## src/rtl/mppt_po_ctrl.sv

```systemverilog
// ---------------------------------------------------------------------------
// mppt_po_ctrl -- perturb-and-observe maximum power point tracker.
//
// Accepts one paired panel voltage/current sample per decision. It forms the
// power V*I and moves the PWM duty command one step up or down. The step
// direction follows the power trend. After every decision the controller
// waits SETTLE_CYCLES clocks, so the next sample reflects the new operating
// point.
//
// Ports:
//   clk           system clock
//   reset_n       asynchronous active-low reset
//   en            tracking enable; low holds off sample acceptance
//   sample_valid  v_sample/i_sample valid
//   v_sample      panel voltage, unsigned, DATA_W bits
//   i_sample      panel current, unsigned, DATA_W bits
//   sample_ready  high only while waiting for a sample with en=1
//   duty          duty command to the PWM stage (clock counts per period)
//   duty_upd      one-cycle pulse after a decision that changed duty
//   dir_up        current perturbation direction (1 = increasing duty)
//   power         last computed power, full 2*DATA_W width
// ---------------------------------------------------------------------------
module mppt_po_ctrl #(
  parameter int DATA_W        = 12,
  parameter int DUTY_W        = 6,
  parameter int DUTY_INIT     = 20,
  parameter int DUTY_MIN      = 4,
  parameter int DUTY_MAX      = 36,
  parameter int STEP          = 1,
  parameter int SETTLE_CYCLES = 400
) (
  input  logic                  clk,
  input  logic                  reset_n,
  input  logic                  en,
  input  logic                  sample_valid,
  input  logic [DATA_W-1:0]     v_sample,
  input  logic [DATA_W-1:0]     i_sample,
  output logic                  sample_ready,
  output logic [DUTY_W-1:0]     duty,
  output logic                  duty_upd,
  output logic                  dir_up,
  output logic [2*DATA_W-1:0]   power
);

  localparam int PW_W  = 2 * DATA_W;
  localparam int CNT_W = (SETTLE_CYCLES > 1) ? $clog2(SETTLE_CYCLES) : 1;
  localparam logic [CNT_W-1:0] SETTLE_LAST = CNT_W'(SETTLE_CYCLES - 1);

  // The step arithmetic uses one extra bit, so duty+STEP cannot wrap before
  // it is compared against the limits.
  localparam logic [DUTY_W:0] EXT_STEP   = (DUTY_W+1)'(STEP);
  localparam logic [DUTY_W:0] EXT_MAX    = (DUTY_W+1)'(DUTY_MAX);
  localparam logic [DUTY_W:0] EXT_DN_LIM = (DUTY_W+1)'(DUTY_MIN + STEP);

  typedef enum logic [1:0] {
    S_SETTLE,
    S_WAIT,
    S_MUL,
    S_DECIDE
  } state_t;

  state_t             state;
  logic [CNT_W-1:0]   settle_cnt;
  logic [DATA_W-1:0]  v_reg;
  logic [DATA_W-1:0]  i_reg;
  logic [PW_W-1:0]    p_prev;
  logic               first;

  // Nothing is buffered: a sample exists for the controller only on a
  // handshake cycle.
  assign sample_ready = (state == S_WAIT) && en;

  logic [PW_W-1:0] prod;
  assign prod = PW_W'(v_reg) * PW_W'(i_reg);

  // Decision logic. It is evaluated only in DECIDE, where power already holds
  // the product of the sample just taken.
  logic              take_step;
  logic              step_up;
  logic [DUTY_W:0]   duty_ext;
  logic [DUTY_W:0]   up_sum;
  logic [DUTY_W:0]   dn_diff;
  logic [DUTY_W-1:0] duty_nxt;
  logic              dir_nxt;

  assign duty_ext = {1'b0, duty};
  assign up_sum   = duty_ext + EXT_STEP;
  assign dn_diff  = duty_ext - EXT_STEP;

  always_comb begin
    take_step = 1'b0;
    step_up   = dir_up;
    if (first) begin
      // No reference power yet: perturb in the reset direction.
      take_step = 1'b1;
    end else if (power > p_prev) begin
      take_step = 1'b1;
    end else if (power < p_prev) begin
      take_step = 1'b1;
      step_up   = ~dir_up;
    end

    duty_nxt = duty;
    dir_nxt  = dir_up;
    if (take_step) begin
      dir_nxt = step_up;
      if (step_up) begin
        if (up_sum > EXT_MAX) begin
          // At the ceiling, reverse so the next perturbation moves back in range.
          duty_nxt = DUTY_W'(DUTY_MAX);
          dir_nxt  = 1'b0;
        end else begin
          duty_nxt = up_sum[DUTY_W-1:0];
        end
      end else begin
        if (duty_ext < EXT_DN_LIM) begin
          duty_nxt = DUTY_W'(DUTY_MIN);
          dir_nxt  = 1'b1;
        end else begin
          duty_nxt = dn_diff[DUTY_W-1:0];
        end
      end
    end
  end

  always_ff @(posedge clk or negedge reset_n) begin
    if (!reset_n) begin
      state      <= S_SETTLE;
      settle_cnt <= '0;
      v_reg      <= '0;
      i_reg      <= '0;
      power      <= '0;
      p_prev     <= '0;
      first      <= 1'b1;
      duty       <= DUTY_W'(DUTY_INIT);
      dir_up     <= 1'b1;
      duty_upd   <= 1'b0;
    end else begin
      duty_upd <= 1'b0;
      case (state)
        S_SETTLE: begin
          if (settle_cnt == SETTLE_LAST) begin
            settle_cnt <= '0;
            state      <= S_WAIT;
          end else begin
            settle_cnt <= settle_cnt + 1'b1;
          end
        end
        S_WAIT: begin
          if (sample_valid && sample_ready) begin
            v_reg <= v_sample;
            i_reg <= i_sample;
            state <= S_MUL;
          end
        end
        S_MUL: begin
          power <= prod;
          state <= S_DECIDE;
        end
        S_DECIDE: begin
          duty     <= duty_nxt;
          dir_up   <= dir_nxt;
          // A step that clamps to the current value still reverses direction,
          // but it does not count as a duty update.
          duty_upd <= (duty_nxt != duty);
          p_prev   <= power;
          first    <= 1'b0;
          state    <= S_SETTLE;
        end
        default: state <= S_SETTLE;
      endcase
    end
  end

endmodule

```

## config.mk

```make
export PLATFORM = sky130hd
export DESIGN_NAME = mppt_po_ctrl
export DESIGN_NICKNAME = d
export VERILOG_FILES = /design/src/rtl/mppt_po_ctrl.sv
export SDC_FILE = /design/constraint.sdc
export NUM_CORES = 1
export LEC_CHECK = 0
export BUFFER_PORTS_ARGS = -buffer_cell sky130_fd_sc_hd__buf_2
export CAP_MARGIN = 40
export CELL_PAD_IN_SITES_DETAIL_PLACEMENT = 1
export CELL_PAD_IN_SITES_GLOBAL_PLACEMENT = 2
export CORE_AREA = 10 10 180 140
export DETAILED_ROUTE_END_ITERATION = 8
export DIE_AREA = 0 0 190 150
export PLACE_DENSITY = 0.89
export SKIP_LAST_GASP = 1
export SYNTH_ARGS = -nofsm -noshare
export SYNTH_HDL_FRONTEND = slang
export SYNTH_SLANG_ARGS = --single-unit
```

## constraint.sdc

```tcl
create_clock -name clk -period 10.2 [get_ports clk]
set_input_delay 2.04 -clock clk [delete_from_list [all_inputs] [get_ports clk]]
set_output_delay 2.04 -clock clk [all_outputs]
set_load 0.005 [all_outputs]
```

==> results.yml, run 1 <==
worst_hold_path:
  whs_path_depth: 1
  hold_class: "flip-flop to flip-flop"
drt:
  drt-initial-drc-count: 331
  final_routed_wirelength_um: 23400
  route.vias.total: 6832
  post-route-drc-count: 0
  routed_via_density: 5.20
  ant_nets: 0
  wire_per_inst_um: 17.8
  drt_pass1_iterations: 5
synthesis:
  number_of_enable_type_register_cells_in_the_synthesized_netlist: 0
  postSynthCellCount: 979
  yosys.cell_types.count: 59
  synth_warnings: 0
  synth-async-reset-ratio: 1.00
  synth_flop_cell: "sky130_fd_sc_hd__dfrtp_1"
  ys_seq_area_frac: 0.252
  synth-seq-cells: 92
  synthesized_area_divided_by_synthesized_cell_count_um2: 9.37
  net_count_after_synthesis: 1201
  synthesized_cell_area_um2: 9170
setup_path:
  critPathCapture: "power[21]"
  critical_path_rt_ns: 10.49
  reg2reg_slack_ns: 4.10
  worst-path-max-fanout: 13
  timing.rr.end: "power[21]"
  crit_type: "flip-flop to flip-flop"
  crit-reg2reg-launch: "v_reg[9]"
  timing.critical_path.from: "v_reg[9]"
  ff2ff_path_depth: 18
  cp-end-kind: "flip-flop"
  setup.worst_path.start_class: "flip-flop"
  arrival_ns: 6.39
timing:
  period_share: 0.598
  hold_viol: 0
  final_period_minus_worst_setup_slack_ns: 6.10
  rsz_0062_raised_after_global_routing: "false"
  tns_ns: 0
  worst_pin_slew_ns: 0.783
  fmax_mhz: 164
  max-slew-margin-rel: 0.473
  final-setup-viol-count: 0
  report.final.slew_viol_count: 0
  fin_skew_ns: 0.00908
clocking:
  insertion_delay_ns: 0.36
  cts_max_level: 3
  clkTransAtPathRegs_ns: 0.07
  post_cts_setup_buffer_count: 0
  cts_buf_count: 9
  clk_path_buf_depth: 2
  tritoncts: "yes"
  cts_repair_resize_count: 0
  cts_root_buffer: "sky130_fd_sc_hd__clkbuf_16"
  clock-sinks: 92
  cts_hold_buf: 0
global_route:
  first_pass_grt_wire_length_um: 40600
  grt_antenna_before_repair: 0
  overflow: 0
  maximum_number_of_pins_on_one_net_before_global_route_repair: 59
  grt_pass1_vias: 7733
  grt_use_total: 0.176
power:
  total_leakage_power_nw: 5.32
  vdd.ir_drop.worst_uv: 65.2
  power.density_nw_per_um2: 77.9
floorplanning:
  placementRows: 47
  io_pins: 61
  floorplan.core_area_um2: 21700
  floorplan.initialDensity: 0.423
  die_height_um: 150
  dieWidth_um: 190
  dieArea_um2: 28500
layout:
  area_growth_syn_to_layout_pct: 9.97
  reg_top3: "p_prev x24, power x24"
  drive_gt1_frac: 0.137
  final_core_utilization: 0.465
  layout_commonest_cell: "sky130_fd_sc_hd__inv_1"
  most_used_cells_in_the_layout_excluding_fill_and_tap_cells: "sky130_fd_sc_hd__inv_1, sky130_fd_sc_hd__nand2_1, sky130_fd_sc_hd__fa_1, sky130_fd_sc_hd__ha_1, sky130_fd_sc_hd__dfrtp_1"
  final_nets: 1236
  n_antenna_cell: 0
flow_run:
  timing.max_cap.violations: 0
placed_design:
  place.port_buffers: 60
  routabilityCongestion: 0.845
  dpl.hpwl_um: 18600
status:
  outcome: "finished clean"
cell families (layout without fill, tap and decap cells):
kind of cell | after synthesis | in the layout | share of synthesized area
buffers and inverters | 212 | 252 | 0.0876
adders and majority gates | 194 | 194 | 0.347
and+or+nand+nor | 289 | 289 | 0.150
AOI/OAI and AO/OA | 125 | 125 | 0.0876
DFF | 92 | 92 | 0.252
xor gates and xnor gates | 19 | 19 | 0.0181
muxes | 48 | 48 | 0.0584
Yosys cell counts, types with 3 or more instances:
| library cell | count | share of area |
|---|---|---|
| sky130_fd_sc_hd__inv_1 | 171 | 0.070 |
| sky130_fd_sc_hd__nand2_1 | 147 | 0.060 |
| sky130_fd_sc_hd__fa_1 | 100 | 0.22 |
| sky130_fd_sc_hd__ha_1 | 94 | 0.13 |
| sky130_fd_sc_hd__dfrtp_1 | 88 | 0.24 |
| sky130_fd_sc_hd__and2_1 | 52 | 0.035 |
| sky130_fd_sc_hd__o21ai_0 | 45 | 0.025 |
| sky130_fd_sc_hd__mux2_2 | 44 | 0.054 |
| sky130_fd_sc_hd__clkbuf_1 | 39 | 0.016 |
| sky130_fd_sc_hd__a21oi_1 | 25 | 0.014 |
| sky130_fd_sc_hd__nor2_1 | 19 | 0.0078 |
| sky130_fd_sc_hd__nand3_1 | 15 | 0.0082 |
| sky130_fd_sc_hd__xnor2_1 | 14 | 0.013 |
| sky130_fd_sc_hd__nor3_1 | 12 | 0.0065 |
| sky130_fd_sc_hd__and3_1 | 10 | 0.0068 |
| sky130_fd_sc_hd__a21o_1 | 8 | 0.0065 |
| sky130_fd_sc_hd__or3_1 | 7 | 0.0048 |
| sky130_fd_sc_hd__nand4_1 | 6 | 0.0041 |
| sky130_fd_sc_hd__nor2b_1 | 6 | 0.0041 |
| sky130_fd_sc_hd__o22ai_1 | 5 | 0.0034 |
| sky130_fd_sc_hd__xor2_1 | 5 | 0.0048 |
| sky130_fd_sc_hd__dfstp_2 | 4 | 0.011 |
| sky130_fd_sc_hd__mux2i_1 | 4 | 0.0044 |
| sky130_fd_sc_hd__nor4_1 | 4 | 0.0027 |
| sky130_fd_sc_hd__o21a_1 | 4 | 0.0033 |
| sky130_fd_sc_hd__a211oi_1 | 3 | 0.0025 |
| sky130_fd_sc_hd__a22o_1 | 3 | 0.0029 |
| sky130_fd_sc_hd__a31oi_1 | 3 | 0.0020 |
| sky130_fd_sc_hd__nand2b_1 | 3 | 0.0020 |
| sky130_fd_sc_hd__o211ai_1 | 3 | 0.0025 |
| sky130_fd_sc_hd__o31ai_1 | 3 | 0.0025 |
worst max-delay path, cell delays in order, from the launching register on:
cell,delay [ns]
sky130_fd_sc_hd__dfrtp_1,0.71
sky130_fd_sc_hd__nand2_1,0.16
sky130_fd_sc_hd__fa_1,0.56
sky130_fd_sc_hd__inv_1,0.06
sky130_fd_sc_hd__fa_1,0.53
sky130_fd_sc_hd__fa_1,0.44
sky130_fd_sc_hd__fa_1,0.56
sky130_fd_sc_hd__inv_1,0.06
sky130_fd_sc_hd__fa_1,0.55
sky130_fd_sc_hd__inv_1,0.05
sky130_fd_sc_hd__ha_1,0.35
sky130_fd_sc_hd__nand3_1,0.14
sky130_fd_sc_hd__or2_2,0.31
sky130_fd_sc_hd__o31ai_1,0.47
sky130_fd_sc_hd__nand2_1,0.11
sky130_fd_sc_hd__a21oi_1,0.27
sky130_fd_sc_hd__o21ai_0,0.18
sky130_fd_sc_hd__or4_1,0.42
sky130_fd_sc_hd__nand3_1,0.10
metal layers:
layer  vias up  global-route usage  share of wire
met5         -                   0              0
met3        23              0.0274          0.032
met2        97               0.289           0.46
met1      3505               0.240           0.49
li1       3207                   -              -
met4         0              0.0424          0.016
worst min-delay path by stage:
stage	startpoint	endpoint	slack [ns]
3_5_place_dp	settle_cnt[2]	settle_cnt[2]	0.49
5_1_grt	settle_cnt[0]	settle_cnt[0]	0.51
3_3_place_gp	settle_cnt[2]	settle_cnt[2]	0.48
4_1_cts	settle_cnt[2]	settle_cnt[2]	0.50
6_report	settle_cnt[0]	settle_cnt[0]	0.50
2_1_floorplan	settle_cnt[2]	settle_cnt[2]	0.45
where the power goes:
part | internal [W] | total [W] | leakage (nW) | switching, W
Combinational | 0.00000514 | 0.0000145 | 3.89 | 0.00000934
Clock | 0.000243 | 0.000406 | 0.169 | 0.000163
Sequential | 0.000364 | 0.000364 | 1.26 | 0
per-stage QoR:
step           setup WS (ns)  hold WS, ns  cells  cell area [um2]  power [W]
6_report                4.10        0.499   1313            10100   0.000785
5_1_grt                 3.69        0.513   1313            10100   0.000809
4_1_cts                 4.11        0.502   1313            10100   0.000797
3_5_place_dp            4.14        0.491   1297             9740   0.000387
3_3_place_gp            4.27        0.481   1296             9710   0.000385
2_1_floorplan           4.85        0.451    979             9170   0.000372
layout make-up:
type | instances | area (um2)
fillers | 2535 | 11600
well taps | 294 | 368
repair buffers | 65 | 360
clock inverters | 6 | 119
multi-input cells | 675 | 6060
flip-flops and latches | 92 | 2310
inverters | 171 | 642
clock buffers | 10 | 229
Power figures use the tool's default switching activity.
==> run 2, diff against run 1 <==
--- a/config.mk
+++ b/config.mk
@@ -9,10 +9,10 @@
 export CAP_MARGIN = 40
 export CELL_PAD_IN_SITES_DETAIL_PLACEMENT = 1
 export CELL_PAD_IN_SITES_GLOBAL_PLACEMENT = 2
-export CORE_AREA = 10 10 180 140
+export CORE_AREA = 10 10 186 145
 export DETAILED_ROUTE_END_ITERATION = 8
-export DIE_AREA = 0 0 190 150
-export PLACE_DENSITY = 0.89
+export DIE_AREA = 0 0 196 155
+export PLACE_DENSITY = 0.83
 export SKIP_LAST_GASP = 1
 export SYNTH_ARGS = -nofsm -noshare
 export SYNTH_HDL_FRONTEND = slang
==> constraint.sdc (replaced) <==
create_clock -name clk -period 6.3 [get_ports clk]
set_input_delay 1.26 -clock clk [delete_from_list [all_inputs] [get_ports clk]]
set_output_delay 1.26 -clock clk [all_outputs]
set_load 0.005 [all_outputs]
==> results.yml, run 2 (synthesis results as in run 1) <==
timing:
  max-slew-margin-rel: 0.406
  final_period_minus_worst_setup_slack_ns: 5.97
  fin_skew_ns: 0.00862
  report.final.slew_viol_count: 0
  period_share: 0.947
  fmax_mhz: 168
  worst_pin_slew_ns: 0.882
  final-setup-viol-count: 0
  hold_viol: 0
  tns_ns: 0
  whs_ns: 0.497
  rsz_0062_raised_after_global_routing: "false"
layout:
  n_antenna_cell: 0
  most_used_cells_in_the_layout_excluding_fill_and_tap_cells: "sky130_fd_sc_hd__inv_1, sky130_fd_sc_hd__nand2_1, sky130_fd_sc_hd__fa_1, sky130_fd_sc_hd__ha_1, sky130_fd_sc_hd__dfrtp_1"
  fin_area_um2: 10100
  final_nets: 1240
  drive_gt1_frac: 0.149
  area_growth_syn_to_layout_pct: 10.1
  area_of_the_multi_input_gates_um2: 6060
  layout_commonest_cell: "sky130_fd_sc_hd__inv_1"
  reg_top3: "p_prev x24, power x24"
  fillerInstances: 2694
  sequential_cell_area_um2: 2320
setup_path:
  reg2reg_slack_ns: 0.33
  max_stage_delay_ns: 0.56
  arrival_ns: 6.27
  ff2ff_path_depth: 17
  cp-end-kind: "flip-flop"
  critical_path_rt_ns: 6.60
  worst-path-buf-inv: 2
  cp_cell_sequence: "and2_1 > fa_1 > fa_1 > fa_1 > fa_1 > inv_1 > fa_1 > inv_1 > ha_1 > nand3_1 > or2_2 > o31ai_2 > nand2_1 > a21oi_1 > o21ai_0 > or4_1 > nand3_1"
  crit_type: "flip-flop to flip-flop"
  critical_path.top_delay_family: "adder cells"
  crit-reg2reg-launch: "i_reg[8]"
  setup.worst_path.start_class: "flip-flop"
  crit_path_top_delay_cell: "sky130_fd_sc_hd__dfrtp_1"
  worst-path-max-fanout: 13
  crit_path_frequent_cell: "sky130_fd_sc_hd__fa_1"
  timing.rr.end: "power[21]"
floorplanning:
  die_height_um: 155
  dieArea_um2: 30400
  placementRows: 49
  dieWidth_um: 196
  floorplan.initialDensity: 0.392
  io_pins: 61
  floorplan.core_area_um2: 23400
clocking:
  clkTransAtPathRegs_ns: 0.08
  insertion_delay_ns: 0.36
  cts_root_buffer: "sky130_fd_sc_hd__clkbuf_16"
  clock-sinks: 92
  cts_max_level: 3
  cts_buf_count: 9
  clk_path_buf_depth: 2
  tritoncts: "yes"
status:
  outcome: "finished clean"
global_route:
  grt_pass1_vias: 7321
  gr-max-usage-layer: "met2"
  grt_use_met2: 0.253
  overflow: 0
  grt_antenna_before_repair: 0
  grtUsageMet3: 0.0258
  first_pass_grt_wire_length_um: 39800
  grt_use_total: 0.161
  gr-usage-met1: 0.228
  maximum_number_of_pins_on_one_net_before_global_route_repair: 63
power:
  clock_power_share: 0.485
  p_seq_frac: 0.495
  switching_part_of_the_total: 0.236
  power_switching_w: 0.000282
  p_comb_frac: 0.020
  intPower_w: 0.000911
  total_leakage_power_nw: 5.30
  vdd.ir_drop.worst_uv: 97.8
  power.density_nw_per_um2: 118
worst_hold_path:
  hold_class: "flip-flop to flip-flop"
  min_delay_worst_endpoint: "settle_cnt[2]"
  holdCritStartpoint: "settle_cnt[2]"
  whs_path_depth: 1
placed_design:
  place.port_buffers: 60
  dpl.hpwl_um: 18600
  routabilityCongestion: 0.826
  post_dp_cell_area_um2: 9780
drt:
  routed_via_density: 5.08
  post-route-drc-count: 0
  ant_nets: 0
  drt_pass1_iterations: 4
  route.vias.total: 6746
  drt-initial-drc-count: 292
  final_routed_wirelength_um: 23500
  wire_per_inst_um: 17.7
flow_run:
  timing.max_cap.violations: 0
==> run 2: power by group through the flow <==
stage	Combinational [W]	Clock, W	Sequential (W)
finish	0.0000237	0.000578	0.000590
global route	0.0000274	0.000617	0.000590
CTS	0.0000253	0.000600	0.000590
detailed placement	0.0000253	0	0.000602
global placement	0.0000226	0	0.000602
floorplan	0.000000178	0	0.000602
==> run 2: how the worst max path moves through the flow <==
stage | startpoint | endpoint | slack (ns) | depth (start not counted)
finish | i_reg[8] | power[21] | 0.33 | 17
global route | i_reg[11] | power[21] | 0.08 | 17
CTS | v_reg[2] | power[21] | 0.24 | 17
detailed placement | v_reg[2] | power[21] | 0.26 | 17
global placement | v_reg[3] | power[21] | 0.42 | 17
floorplan | i_reg[11] | power[21] | 0.95 | 18
==> run 2: routing by layer <==
layer,vias up,part of all wire,wire [um]
met1,3434,0.51,11900
li1,3216,-,-
met4,0,0.0087,205
met3,13,0.030,713
met2,83,0.46,10700
met5,-,0,0
==> run 2: final cells by class <==
type	instances	share of cell area
clock buffers	10	0.0227
clock inverters	6	0.00706
inverters	171	0.0636
multi-input cells	675	0.601
flip-flops and latches	92	0.229
well taps	306	0.0379
repair buffers	69	0.0387
==> run 2: metrics by stage <==
step	setup WS, ns	utilization	power (W)	cells
after floorplan	0.946	-	0.000602	979
after global placement	0.418	0.416	0.000624	1312
after detailed placement	0.259	0.418	0.000627	1313
after CTS	0.241	0.430	0.00122	1329
after global routing	0.0818	0.431	0.00123	1329
final	0.333	0.431	0.00119	1329
==> run 2: what timing repair did <==
action                                  4_1_cts  5_1_grt
endpoints found under the hold margin         0        0
buffers inserted                              0        0
endpoints found under the setup margin        0        1
resized for setup                             0        8
hold buffers                                  0        0
==> run 3, diff against run 2 <==
--- a/config.mk
+++ b/config.mk
@@ -12,8 +12,7 @@
 export CORE_AREA = 10 10 186 145
 export DETAILED_ROUTE_END_ITERATION = 8
 export DIE_AREA = 0 0 196 155
-export PLACE_DENSITY = 0.83
-export SKIP_LAST_GASP = 1
+export PLACE_DENSITY_LB_ADDON = 0.25
 export SYNTH_ARGS = -nofsm -noshare
 export SYNTH_HDL_FRONTEND = slang
 export SYNTH_SLANG_ARGS = --single-unit
==> results.yml, run 3 (synthesis results as in run 1) <==
timing:
  max-slew-margin-rel: 0.443
  final_period_minus_worst_setup_slack_ns: 5.95
  rsz_0062_raised_after_global_routing: "false"
  report.final.slew_viol_count: 0
  fmax_mhz: 168
  final-setup-viol-count: 0
  period_share: 0.945
  final_critical_path_setup_slack_ns: 0.346
  tns_ns: 0
  hold_viol: 0
  worst_pin_slew_ns: 0.827
  fin_skew_ns: 0.00840
drt:
  route.vias.total: 6774
  routed_via_density: 5.09
  wire_per_inst_um: 17.7
  post-route-drc-count: 0
  drt_pass1_iterations: 5
  final_routed_wirelength_um: 23600
  ant_nets: 0
  drt-initial-drc-count: 353
floorplanning:
  placementRows: 49
  io_pins: 61
  floorplan.initialDensity: 0.392
  die_height_um: 155
  dieWidth_um: 196
  dieArea_um2: 30400
  floorplan.core_area_um2: 23400
clocking:
  insertion_delay_ns: 0.36
  cts_root_buffer: "sky130_fd_sc_hd__clkbuf_16"
  tritoncts: "yes"
  cts_buf_count: 9
  clk_path_buf_depth: 2
  clkTransAtPathRegs_ns: 0.07
  clock-sinks: 92
  post_cts_setup_buffer_count: 0
  cts_max_level: 3
global_route:
  grt_pass1_vias: 7307
  maximum_number_of_pins_on_one_net_before_global_route_repair: 50
  overflow: 0
  first_pass_grt_wire_length_um: 39900
  grt_use_total: 0.163
  grt_antenna_before_repair: 0
worst_hold_path:
  holdCritStartpoint: "settle_cnt[2]"
  hold_class: "flip-flop to flip-flop"
layout:
  n_antenna_cell: 0
  area_growth_syn_to_layout_pct: 9.87
  layout_commonest_cell: "sky130_fd_sc_hd__inv_1"
  final_nets: 1241
  most_used_cells_in_the_layout_excluding_fill_and_tap_cells: "sky130_fd_sc_hd__inv_1, sky130_fd_sc_hd__nand2_1, sky130_fd_sc_hd__fa_1, sky130_fd_sc_hd__ha_1, sky130_fd_sc_hd__dfrtp_1"
  drive_gt1_frac: 0.144
  reg_top3: "p_prev x24, power x24"
setup_path:
  timing.critical_path.from: "v_reg[2]"
  setup.worst_path.start_class: "flip-flop"
  crit_type: "flip-flop to flip-flop"
  crit-reg2reg-launch: "v_reg[2]"
  cp-end-kind: "flip-flop"
  arrival_ns: 6.25
  critical_path_rt_ns: 6.59
  worst-path-max-fanout: 13
placed_design:
  place.port_buffers: 60
  routabilityCongestion: 0.798
  dpl.hpwl_um: 18600
  preCtsSetupSlack_ns: 0.371
power:
  power.density_nw_per_um2: 118
  vdd.ir_drop.worst_uv: 107
  total_leakage_power_nw: 5.31
status:
  outcome: "finished clean"
flow_run:
  timing.max_cap.violations: 0
[run 3: changes by cell type in the layout (fill, tap and decap cells not counted), sizes merged]
cell / previous run / this run
inv: 173 / 172
buf: 69 / 70
clkinv: 1 / 2
clkbuf: 10 / 11
clkinvlp: 2 / 1
[run 3: critical path: stages, from the launching register on]
cell                      delay (ns)
sky130_fd_sc_hd__dfrtp_1        0.57
sky130_fd_sc_hd__and2_1         0.26
sky130_fd_sc_hd__fa_1           0.51
sky130_fd_sc_hd__fa_1           0.53
sky130_fd_sc_hd__fa_1           0.52
sky130_fd_sc_hd__fa_1           0.55
sky130_fd_sc_hd__inv_1          0.06
sky130_fd_sc_hd__fa_1           0.52
sky130_fd_sc_hd__inv_1          0.04
sky130_fd_sc_hd__ha_1           0.34
sky130_fd_sc_hd__nand3_1        0.15
sky130_fd_sc_hd__or2_2          0.31
sky130_fd_sc_hd__o31ai_1        0.43
sky130_fd_sc_hd__nand2_1        0.11
sky130_fd_sc_hd__a21oi_1        0.30
sky130_fd_sc_hd__o21ai_0        0.18
sky130_fd_sc_hd__or4_1          0.42
sky130_fd_sc_hd__nand3_1        0.09
[run 3: cell type report]
class	instances	area, um2
Fill cell	2761	13300
Multi-Input combinational cell	675	6060
Sequential cell	92	2310
Inverter	171	642
Tap cell	306	383
Timing Repair Buffer	70	378
Clock buffer	11	243
Clock inverter	5	60.1
[run 3: metrics by stage]
step | power [W] | std cells | util | instance area [um2] | hold WS, ns
3_3_place_gp | 0.000624 | 1314 | 0.417 | 9770 | 0.480
3_5_place_dp | 0.000624 | 1314 | 0.417 | 9770 | 0.476
6_report | 0.00119 | 1330 | 0.430 | 10100 | 0.489
4_1_cts | 0.00122 | 1330 | 0.430 | 10100 | 0.490
5_1_grt | 0.00124 | 1330 | 0.430 | 10100 | 0.512
2_1_floorplan | 0.000602 | 979 | - | 9170 | 0.451
[run 3: worst paths after layout]
path | end | slack [ns] | cells past startpoint
max | power[21] | 0.35 | 17
min | settle_cnt[2] | 0.49 | 1
max reg2reg | power[21] | 0.35 | 17
min reg2reg | settle_cnt[2] | 0.49 | 1
max in group asynchronous | p_prev[19] | 4.25 | 2
min in group asynchronous | v_reg[1] | 0.93 | 1
[run 3: timing repair]
| item | 4_1_cts | 5_1_grt |
|---|---|---|
| resized for setup | 0 | 2 |
| hold buffers | 0 | 0 |
| endpoints found under the setup margin | 0 | 1 |
[run 3: routing by layer]
layer | GRT usage | up-vias | wire, um
li1 | - | 3219 | -
met1 | 0.232 | 3467 | 11900
met2 | 0.254 | 78 | 10800
met3 | 0.0316 | 10 | 731
met4 | 0.0250 | 0 | 143
met5 | 0 | - | 0
[run 3: report_power, final]
part | switching, W | total, W | internal, W
logic | 0.0000147 | 0.0000212 | 0.00000647
registers | 0 | 0.000590 | 0.000590
clock network | 0.000258 | 0.000579 | 0.000321
